File: src/rtl/tetris_input_ctrl.sv
// N-channel game-input conditioner: merge, synchronise and debounce each channel,
// then generate press pulses with delayed auto-repeat (DAS/ARR).
module tetris_input_ctrl #(
  parameter int unsigned      N_CH         = 4,
  parameter int unsigned      CNT_W        = 24,
  parameter int unsigned      DEBOUNCE_CYC = 300000,
  parameter int unsigned      DAS_CYC      = 6000000,
  parameter int unsigned      ARR_CYC      = 1500000,
  parameter logic [N_CH-1:0]  REPEAT_MASK  = 4'b1110
) (
  input  logic            clk,
  input  logic            clr_n,
  input  logic [N_CH-1:0] btn_a,
  input  logic [N_CH-1:0] btn_b,
  input  logic            enable,
  output logic [N_CH-1:0] pulse,
  output logic [N_CH-1:0] level,
  output logic            any_press
);

  typedef enum logic [2:0] {
    S_LOCKED,
    S_IDLE,
    S_DELAY,
    S_REPEAT,
    S_HELD
  } state_t;

  localparam longint unsigned CYC_MAX = (64'd1 << CNT_W) - 64'd1;
  localparam bit PARAM_OK =
    (DEBOUNCE_CYC >= 1) && (64'(DEBOUNCE_CYC) <= CYC_MAX) &&
    (DAS_CYC      >= 1) && (64'(DAS_CYC)      <= CYC_MAX) &&
    (ARR_CYC      >= 1) && (64'(ARR_CYC)      <= CYC_MAX);

  localparam logic [CNT_W-1:0] DEB_LAST = CNT_W'(DEBOUNCE_CYC - 1);
  localparam logic [CNT_W-1:0] DAS_LAST = CNT_W'(DAS_CYC - 1);
  localparam logic [CNT_W-1:0] ARR_LAST = CNT_W'(ARR_CYC - 1);

  logic [N_CH-1:0]  r_sync1;
  logic [N_CH-1:0]  r_sync2;
  logic [N_CH-1:0]  r_db;
  logic [N_CH-1:0]  r_lvl;
  logic [N_CH-1:0]  r_pulse;
  logic             r_any;
  logic [1:0]       r_warm;
  logic [CNT_W-1:0] r_db_cnt    [N_CH];
  logic [CNT_W-1:0] r_timer     [N_CH];
  state_t           r_state     [N_CH];

  logic [CNT_W-1:0] w_timer_nxt [N_CH];
  state_t           w_state_nxt [N_CH];
  logic [N_CH-1:0]  w_pulse_nxt;
  logic [N_CH-1:0]  w_rise;
  logic [N_CH-1:0]  w_fall;
  logic [N_CH-1:0]  w_quiet;

  always_ff @(posedge clk) begin : p_param_chk
    assert (PARAM_OK) else $error("tetris_input_ctrl: *_CYC parameter outside 1..2^CNT_W-1");
  end

  // Input path: merge, 2-flop synchroniser, debounce counter.
  always_ff @(posedge clk) begin
    if (!clr_n) begin
      r_sync1 <= '0;
      r_sync2 <= '0;
      r_db    <= '0;
      r_warm  <= '0;
      for (int unsigned i = 0; i < N_CH; i++) begin
        r_db_cnt[i] <= '0;
      end
    end else begin
      r_sync1 <= btn_a | btn_b;
      r_sync2 <= r_sync1;
      r_warm  <= {r_warm[0], 1'b1};
      for (int unsigned i = 0; i < N_CH; i++) begin
        if (r_sync2[i] == r_db[i]) begin
          r_db_cnt[i] <= '0;
        end else if (r_db_cnt[i] == DEB_LAST) begin
          r_db[i]     <= ~r_db[i];
          r_db_cnt[i] <= '0;
        end else begin
          r_db_cnt[i] <= r_db_cnt[i] + 1'b1;
        end
      end
    end
  end

  assign w_rise = r_db & ~r_lvl;
  assign w_fall = ~r_db & r_lvl;
  // Leaving LOCKED also waits for the synchroniser to refill after reset and to
  // read low, so a button held through reset can never look released.
  assign w_quiet = ~(r_db | r_sync1 | r_sync2) & {N_CH{r_warm[1]}};

  always_comb begin
    w_pulse_nxt = '0;
    for (int unsigned i = 0; i < N_CH; i++) begin
      w_state_nxt[i] = r_state[i];
      w_timer_nxt[i] = r_timer[i];
      if (!enable) begin
        w_state_nxt[i] = S_LOCKED;
        w_timer_nxt[i] = '0;
      end else begin
        case (r_state[i])
          S_LOCKED: begin
            if (w_quiet[i]) w_state_nxt[i] = S_IDLE;
          end
          S_IDLE: begin
            if (w_rise[i]) begin
              w_state_nxt[i] = S_DELAY;
              w_timer_nxt[i] = '0;
              w_pulse_nxt[i] = 1'b1;
            end
          end
          S_DELAY: begin
            if (w_fall[i]) begin
              w_state_nxt[i] = S_IDLE;
            end else if (r_timer[i] == DAS_LAST) begin
              w_timer_nxt[i] = '0;
              if (REPEAT_MASK[i]) begin
                w_state_nxt[i] = S_REPEAT;
                w_pulse_nxt[i] = 1'b1;
              end else begin
                w_state_nxt[i] = S_HELD;
              end
            end else begin
              w_timer_nxt[i] = r_timer[i] + 1'b1;
            end
          end
          S_REPEAT: begin
            if (w_fall[i]) begin
              w_state_nxt[i] = S_IDLE;
            end else if (r_timer[i] == ARR_LAST) begin
              w_timer_nxt[i] = '0;
              w_pulse_nxt[i] = 1'b1;
            end else begin
              w_timer_nxt[i] = r_timer[i] + 1'b1;
            end
          end
          S_HELD: begin
            if (w_fall[i]) w_state_nxt[i] = S_IDLE;
          end
          default: begin
            w_state_nxt[i] = S_LOCKED;
            w_timer_nxt[i] = '0;
          end
        endcase
      end
    end
  end

  always_ff @(posedge clk) begin
    if (!clr_n) begin
      r_lvl   <= '0;
      r_pulse <= '0;
      r_any   <= 1'b0;
      for (int unsigned i = 0; i < N_CH; i++) begin
        r_state[i] <= S_LOCKED;
        r_timer[i] <= '0;
      end
    end else begin
      r_lvl   <= r_db;
      r_pulse <= w_pulse_nxt;
      r_any   <= |w_pulse_nxt;
      for (int unsigned i = 0; i < N_CH; i++) begin
        r_state[i] <= w_state_nxt[i];
        r_timer[i] <= w_timer_nxt[i];
      end
    end
  end

  assign pulse     = r_pulse;
  assign level     = r_lvl;
  assign any_press = r_any;

endmodule

File: config.mk
export PLATFORM = sky130hd
export DESIGN_NAME = tetris_input_ctrl
export DESIGN_NICKNAME = d
export VERILOG_FILES = /design/src/rtl/tetris_input_ctrl.sv
export SDC_FILE = /design/constraint.sdc
export NUM_CORES = 1
export LEC_CHECK = 0
export ABC_CLOCK_PERIOD_IN_PS = 5000
export BUFFER_PORTS_ARGS = -buffer_cell sky130_fd_sc_hd__buf_2
export CAP_MARGIN = 20
export CORE_UTILIZATION = 55
export CTS_BUF_LIST = sky130_fd_sc_hd__clkbuf_8
export DETAILED_ROUTE_END_ITERATION = 10
export PLACE_DENSITY = 0.71
export SYNTH_ARGS = -nofsm -noshare
export SYNTH_HDL_FRONTEND = slang
export SYNTH_SLANG_ARGS = --single-unit
File: constraint.sdc
create_clock -name clk -period 5 [get_ports clk]
set_clock_uncertainty 0.2 [all_clocks]
set_input_delay 0.25 -clock clk [delete_from_list [all_inputs] [get_ports clk]]
set_output_delay 0.25 -clock clk [all_outputs]
set_load 0.02 [all_outputs]
Word-level counts from Yosys, hierarchy flattened. Memory sizes are Yosys's and may differ from the RTL's. Index checks and enable logic that the tools add are counted.

Reduce and logical (&&, ||, !) cells: 17. Bitwise logic cells: 37. Mux-type cells: 149. Add/subtract/negate cells: 8. Eq/ne operators: 32.

Operators with widths (count): $mux W24 (40); $pmux W24 S4 (4); $add A24 B1 Y24 const B (8); $eq A24 B19 Y1 const B (4); $eq A24 B21 Y1 const B (4); $eq A24 B23 Y1 const B (4); $mux W3 (28); $mux W1 (69); $pmux W3 S4 (4); $eq A3 B2 Y1 const B (8); $or A1 B1 Y1 (20); $reduce_or A2 Y1 (8); $and A4 B4 Y4 (3); $eq A3 B1 Y1 const B (4); $eq A3 B3 Y1 const B (4); $logic_not A3 Y1 (4); $not A4 Y4 (3); $or A4 B4 Y4 (3); $pmux W1 S3 (3); $not A1 Y1 (8); $reduce_and A2 Y1 (4); $eq A1 B1 Y1 (4); $reduce_or A4 Y1 (1); $pmux W1 S2 (1).

Output and inout port bits: 9. Memory bits (writable): 204. Memories kept: 3. Flip-flop bits (word level): 23.

Memory list: r_db_cnt (depth 4, width 24, read ports 4, clocked after memory_dff 0, write ports 4, line 46) `logic [CNT_W-1:0] r_db_cnt [N_CH];`; r_timer (depth 4, width 24, read ports 4, clocked after memory_dff 0, write ports 4, line 47) `logic [CNT_W-1:0] r_timer [N_CH];`; r_state (depth 4, width 3, read ports 4, clocked after memory_dff 0, write ports 4, line 48) `state_t r_state [N_CH];`.

Longest topological paths before layout. Gate-level depths: netlist (run 1).

Depth in word-level cells: 8. Depth in mapped cells: 9. Gate-level depth less buffers: 7.

Worst setup path after synthesis (run 1). Ideal clock, no wire load.

Kind: flip-flop to flip-flop. Start point: memory r_timer[3][7]. End point: memory r_timer[3][10]. Path slack: 2.682 ns. Library setup time: 0.115 ns. Data required time: 4.685 ns. Cell stages (with the launch flop): 8. Path buffers: 1. Arrival: 2.003 ns. Cell sequence: dfxtp_1 > or4b_1 > or3_4 > o41ai_2 > nor2_1 > o21ai_4 > buf_6 > nor2_1.

RTL lines (line): from (decl) (47).

==> flow_summary.ini, run 1 <==
[status]
status = completed

[cts]
cts_max_path_buffers = 3
path_clk_slew_ns = 0.06
cts.sinks = 224
cts_buffers = 38
root_buffer = clkbuf_8
cts_htree_levels = 2
cts_tree = done
clk_latency_ns = 0.53
cts_setup_buffers = 0

[placement]
dp_hpwl_um = 14600
port_buffers = 19
placed_cell_area_um2 = 11800
place.gp.congestion = 0.816

[setup_path]
rr_worst_depth = 6
critical_path_class = reg2reg
end_kind = flip-flop
cp.required_ns = 5.18
regToRegSetupSlack_ns = 2.20
start_kind = flip-flop
critPathLaunch = r_timer[3][7]
worstPathArrival_ns = 2.98
reg2reg_from = r_timer[3][7]
critPathCapture = r_timer[3][12]
reg2reg_to = r_timer[3][12]
worstPathMaxFanout = 24

[synth]
synth.area.top_cells = edfxtp_1, dfxtp_1, xor2_1, nor2_1, xnor2_1
yosysTopAreaCellShare_pct = 25.9
yosys_warnings = 0
synth_edf_count = 96
synth_seq_area_share_pct = 49.0
synth_area_per_cell_um2 = 9.38
netlist_area_um2 = 11100
synth_top_flop_cell = dfxtp_1
synth.most_common_cell = nor2_1
synthArstFlopShare_pct = 0
synth_cell_types = 68
synth_top_cell_by_area = edfxtp_1
synthCells = 1185
synth_common_cells = nor2_1, dfxtp_1, xor2_1, nand2_1, edfxtp_1
synth-seq-cells = 224

[run]
cap_violations = 0

[drt]
drc = 0
wl_um = 21100
dr.pass1.iters = 4
drtIter0Drc = 361
vias = 8468
final_antenna_net_count = 0
viasPerCell = 5.26
wl_per_cell_um = 13.1

[final_layout]
nFillCells = 1710
nets = 1337
syn_to_final_growth_pct = 13.3
design_area_um2 = 12600
antennaDiodeCount = 0
drive_gt1_share_pct = 6.61

[power_and_ir_drop]
power_leakage_nw = 4.42
power.total_mw = 3.63
peakVddDrop_v = 0.000280
power_density_nw_per_um2 = 288

[timing]
slew_headroom_pct = 35.5
hold-worst-slack_ns = 0.134
max_freq_mhz = 357
fin_crit_sh_pct = 56.0
finalSetupTns_ns = 0
worstMarginPinSlew_ns = 0.964
hold_violations = 0
setup_viol = 0
final_max_slew_viol_count = 0
period_needed_ns = 2.80
rsz0062_at_grt = false

[floorplanning]
dieHeight_um = 144
pin_count = 20
core.rowCount = 51
dieArea_um2 = 20800
start_util_pct = 56.6
design.core.area_um2 = 19700
die_w_um = 144

[hold_path]
hold_path_class = in2reg
worstHoldPathCells = 4

[global_routing]
track_usage_pct = 20.9
grt_pass1_wl_um = 35700
grt_overflow = 0
grt_pass1_vias = 7873
antenna_found_initial = 0
grt_max_degree = 25
-- what timing repair did --
item / 4_1_cts / 5_1_grt
hold endpoints to repair: 6 / 0
hold buffers: 9 / 0
resized for setup: 0 / 0
endpoints found under the setup margin: 0 / 0
-- layout by cell type, fill, tap and decap left out, types with 6 or more instances in the layout --
master,count
a21oi_1,27
a31oi_1,6
and2_1,11
and3_1,38
and4_1,16
buf_2,20
clkbuf_8,45
conb_1,96
dfxtp_1,128
dlygate4sd3_1,9
edfxtp_1,96
ha_1,8
inv_1,34
mux2i_1,6
nand2_1,97
nand2b_1,9
nand3_1,74
nand3b_1,7
nand4_1,49
nand4b_1,13
nor2_1,213
nor2b_1,13
nor3_1,23
nor4_1,18
nor4b_1,10
nor4bb_1,8
o21a_1,6
o21ai_0,25
or3_1,14
or4_1,6
xnor2_1,46
xor2_1,113
-- registers in the layout, summed over array words and instances (netlist names) --
register	flops
pulse	4
r_db_cnt	96
r_sync2	4
r_warm	2
level	4
r_timer	96
r_db	4
any_press	1
r_sync1	4
r_state	9
-- where the power goes --
part	internal (mW)	total [mW]	switching [mW]
logic	0.0439	0.109	0.0651
registers	1.95	1.99	0.0418
clock network	0.816	1.53	0.712
-- per-layer routing --
metal	GRT usage (%)	up-vias	part of all wire, %
li1	-	4391	-
met1	28.2	3967	50
met2	33.4	75	45
met3	4.11	35	3.0
met4	7.26	0	1.9
met5	0	-	0
-- cell type report --
cell class | count | area, um2 | area share, %
clock buffer | 45 | 619 | 4.92
clock inverter | 23 | 96.3 | 0.765
inverter | 17 | 63.8 | 0.506
multi-input combinational | 1003 | 5810 | 46.1
sequential | 224 | 5450 | 43.2
tap | 265 | 332 | 2.63
timing repair buffer | 34 | 231 | 1.84
-- logic make-up after synthesis --
kind of cell	after synthesis	share of synthesized area [%]
simple gates	642	29.9
flops	224	49.0
fa+ha+maj	8	0.900
compound gates	92	5.20
xor+xnor	159	12.5
mux	6	0.540
buf+inv	53	1.97
other cells	1	0.0337
-- critical path: stages, from the launching register on --
cell and delay (ns):
dfxtp_1 0.36, or4b_1 0.51, or3_4 0.36, o41ai_2 0.35
nor2_1 0.15, o21ai_4 0.54, o21ai_0 0.18
-- worst min-delay path by stage --
stage	slack, ns	from	endpoint
6_report	0.13	enable	r_state[3][0]
5_1_grt	0.14	enable	r_state[3][0]
2_1_floorplan	0.08	clr_n	r_warm[0]
4_1_cts	0.12	enable	r_state[3][0]
3_3_place_gp	0.21	r_warm[0]	r_warm[1]
3_5_place_dp	0.22	r_warm[0]	r_warm[1]
-- stage by stage --
stage / util (%) / setup slack (ns) / cells
global route: 64.1 / 1.99 / 1611
detailed placement: 60.0 / 2.21 / 1533
finish: 64.1 / 2.20 / 1611
global placement: 59.9 / 2.12 / 1532
CTS: 64.1 / 2.17 / 1610
floorplan: - / 2.68 / 1280
Note: power is estimated with default switching activity, not from simulation.
==> run 2, diff against run 1 <==
--- a/config.mk
+++ b/config.mk
@@ -5,13 +5,13 @@
 export SDC_FILE = /design/constraint.sdc
 export NUM_CORES = 1
 export LEC_CHECK = 0
-export ABC_CLOCK_PERIOD_IN_PS = 5000
+export ABC_CLOCK_PERIOD_IN_PS = 2250
 export BUFFER_PORTS_ARGS = -buffer_cell sky130_fd_sc_hd__buf_2
 export CAP_MARGIN = 20
 export CORE_UTILIZATION = 55
 export CTS_BUF_LIST = sky130_fd_sc_hd__clkbuf_8
 export DETAILED_ROUTE_END_ITERATION = 10
-export PLACE_DENSITY = 0.71
+export PLACE_DENSITY = 0.74
 export SYNTH_ARGS = -nofsm -noshare
 export SYNTH_HDL_FRONTEND = slang
 export SYNTH_SLANG_ARGS = --single-unit
==> constraint.sdc (replaced) <==
create_clock -name clk -period 2.25 [get_ports clk]
set_clock_uncertainty 0.2 [all_clocks]
set_input_delay 0.1125 -clock clk [delete_from_list [all_inputs] [get_ports clk]]
set_output_delay 0.1125 -clock clk [all_outputs]
set_load 0.02 [all_outputs]
==> run 2 against run 1 <==
  * The run now ends with setup timing left
  * Count of clock-buffer cells in the layout grew 4
  * Sequential cell count is the same
  * Register-to-register slack lost 2.2 ns
  * Fmax grew 23%
  * Cell area grew 7.6%
  * Setup slack lost 2.2 ns
  * Core utilization grew 4.9 points
  * Sequential share of layout area shrank 3.0 points
  * Largest power group unchanged
==> flow_summary.ini, run 2 (same netlist as run 1, synthesis figures left out) <==
[timing]
hold_violations = 0
rsz0062_at_grt = true
hold-worst-slack_ns = 0.123
worst_slack_ns = -0.0249
final_max_slew_viol_count = 0
setup_viol = 23
fin_crit_sh_pct = 101
period_needed_ns = 2.27
finalSetupTns_ns = -0.318
max_freq_mhz = 440

[final_layout]
layout_common_cells = nor2_1, dfxtp_1, xor2_1, nand2_1
drive_gt1_share_pct = 14.2
nFillCells = 1598
nets = 1421
syn_to_final_growth_pct = 21.9
top_regs = r_db_cnt (96), r_timer (96), r_state (9)
stdcell_count = 1697
antennaDiodeCount = 0
layout_commonest_cell = nor2_1

[placement]
pre_cts_ws_ns = -0.0371
port_buffers = 19
place.gp.congestion = 0.862
placed_cells = 1610
dp_hpwl_um = 15500

[power_and_ir_drop]
power_leakage_nw = 4.94
power.total_mw = 8.55
peakVddDrop_v = 0.000478
power_density_nw_per_um2 = 631

[cts]
path_clk_slew_ns = 0.07
cts_tree = done
cts.sinks = 224
clk_latency_ns = 0.53
root_buffer = clkbuf_8
cts_buffers = 39
cts_max_path_buffers = 3
cts_htree_levels = 2

[drt]
drtIter0Drc = 547
dr.pass1.iters = 5
final_antenna_net_count = 0
drc = 0
wl_per_cell_um = 13.5
viasPerCell = 5.33
wl_um = 22900
vias = 9043

[global_routing]
grt_pass1_wl_um = 37800
grt_max_degree = 25
track_usage_pct = 22.2
grt_overflow = 0
grt_pass1_vias = 8312
antenna_found_initial = 0

[floorplanning]
design.core.area_um2 = 19700
dieHeight_um = 144
pin_count = 20
dieArea_um2 = 20800
start_util_pct = 56.6
die_w_um = 144
core.rowCount = 51

[status]
violations = setup timing
status = complete, but fails checks

[setup_path]
start_kind = flip-flop
slowest_delay_ns = 0.51
worstPathArrival_ns = 2.49
cp_cell_sequence = or4b_1 > or3_4 > o41ai_4 > nor2_4 > o21ai_4 > buf_6 > a21oi_1
end_kind = flip-flop
critical_path_class = reg2reg
critPathSlowestCell = or4b_1
cp.required_ns = 2.46
worstPathMaxFanout = 7

[hold_path]
hold_path_class = in2reg

[run]
cap_violations = 0
==> run 2: critical path: cells and delay by family, from the launching register on <==
| family | cells | cell delay [ns] |
|---|---|---|
| AOI/OAI and AO/OA | 3 | 0.51 |
| buffers and inverters | 1 | 0.17 |
| DFF | 1 | 0.32 |
| and+or+nand+nor | 3 | 0.96 |
==> run 2: final cells by class <==
| type | count | area (um2) | area share [%] |
|---|---|---|---|
| Timing Repair Buffer | 117 | 931 | 6.87 |
| Multi-Input combinational cell | 1003 | 5960 | 44.0 |
| Clock inverter | 22 | 143 | 1.05 |
| Clock buffer | 49 | 674 | 4.97 |
| Sequential cell | 224 | 5450 | 40.2 |
| Inverter | 17 | 63.8 | 0.471 |
| Tap cell | 265 | 332 | 2.45 |
==> run 2: final timing paths <==
check        depth (start not counted)       endpoint            from  slack, ns
max                                  7  r_timer[3][8]  r_timer[3][21]      -0.02
min                                  3     r_sync1[0]        btn_b[0]       0.12
max reg2reg                          7  r_timer[3][8]  r_timer[3][21]      -0.02
min reg2reg                          1      r_warm[1]       r_warm[0]       0.24
==> run 2: metrics by stage <==
step	instance area, um2	utilization [%]
finish	13600	69.0
global route	13600	69.0
CTS	13400	68.0
detailed placement	12400	63.2
global placement	12400	63.2
floorplan	11500	-
==> run 2: repair_timing <==
action / CTS / global route
cloned: 0 / 2
hold buffers: 11 / 0
pin swaps: 2 / 13
endpoints found under the setup margin: 23 / 128
buffers inserted: 0 / 3
hold endpoints to repair: 35 / 0
resized for setup: 5 / 43
==> run 2: per-layer routing <==
| layer | vias up | part of all wire, % | track usage [%] |
|---|---|---|---|
| li1 | 4573 | - | - |
| met1 | 4250 | 47 | 30.1 |
| met2 | 182 | 47 | 35.9 |
| met3 | 38 | 4.6 | 3.64 |
| met4 | 0 | 2.0 | 7.65 |
| met5 | - | 0 | 0 |
==> run 2: report_power, final <==
| part | internal, mW | total (mW) | switching (mW) |
|---|---|---|---|
| sequential | 4.33 | 4.42 | 0.0917 |
| combinational | 0.134 | 0.299 | 0.165 |
| clock | 2.19 | 3.83 | 1.64 |
| total | 6.66 | 8.55 | 1.89 |
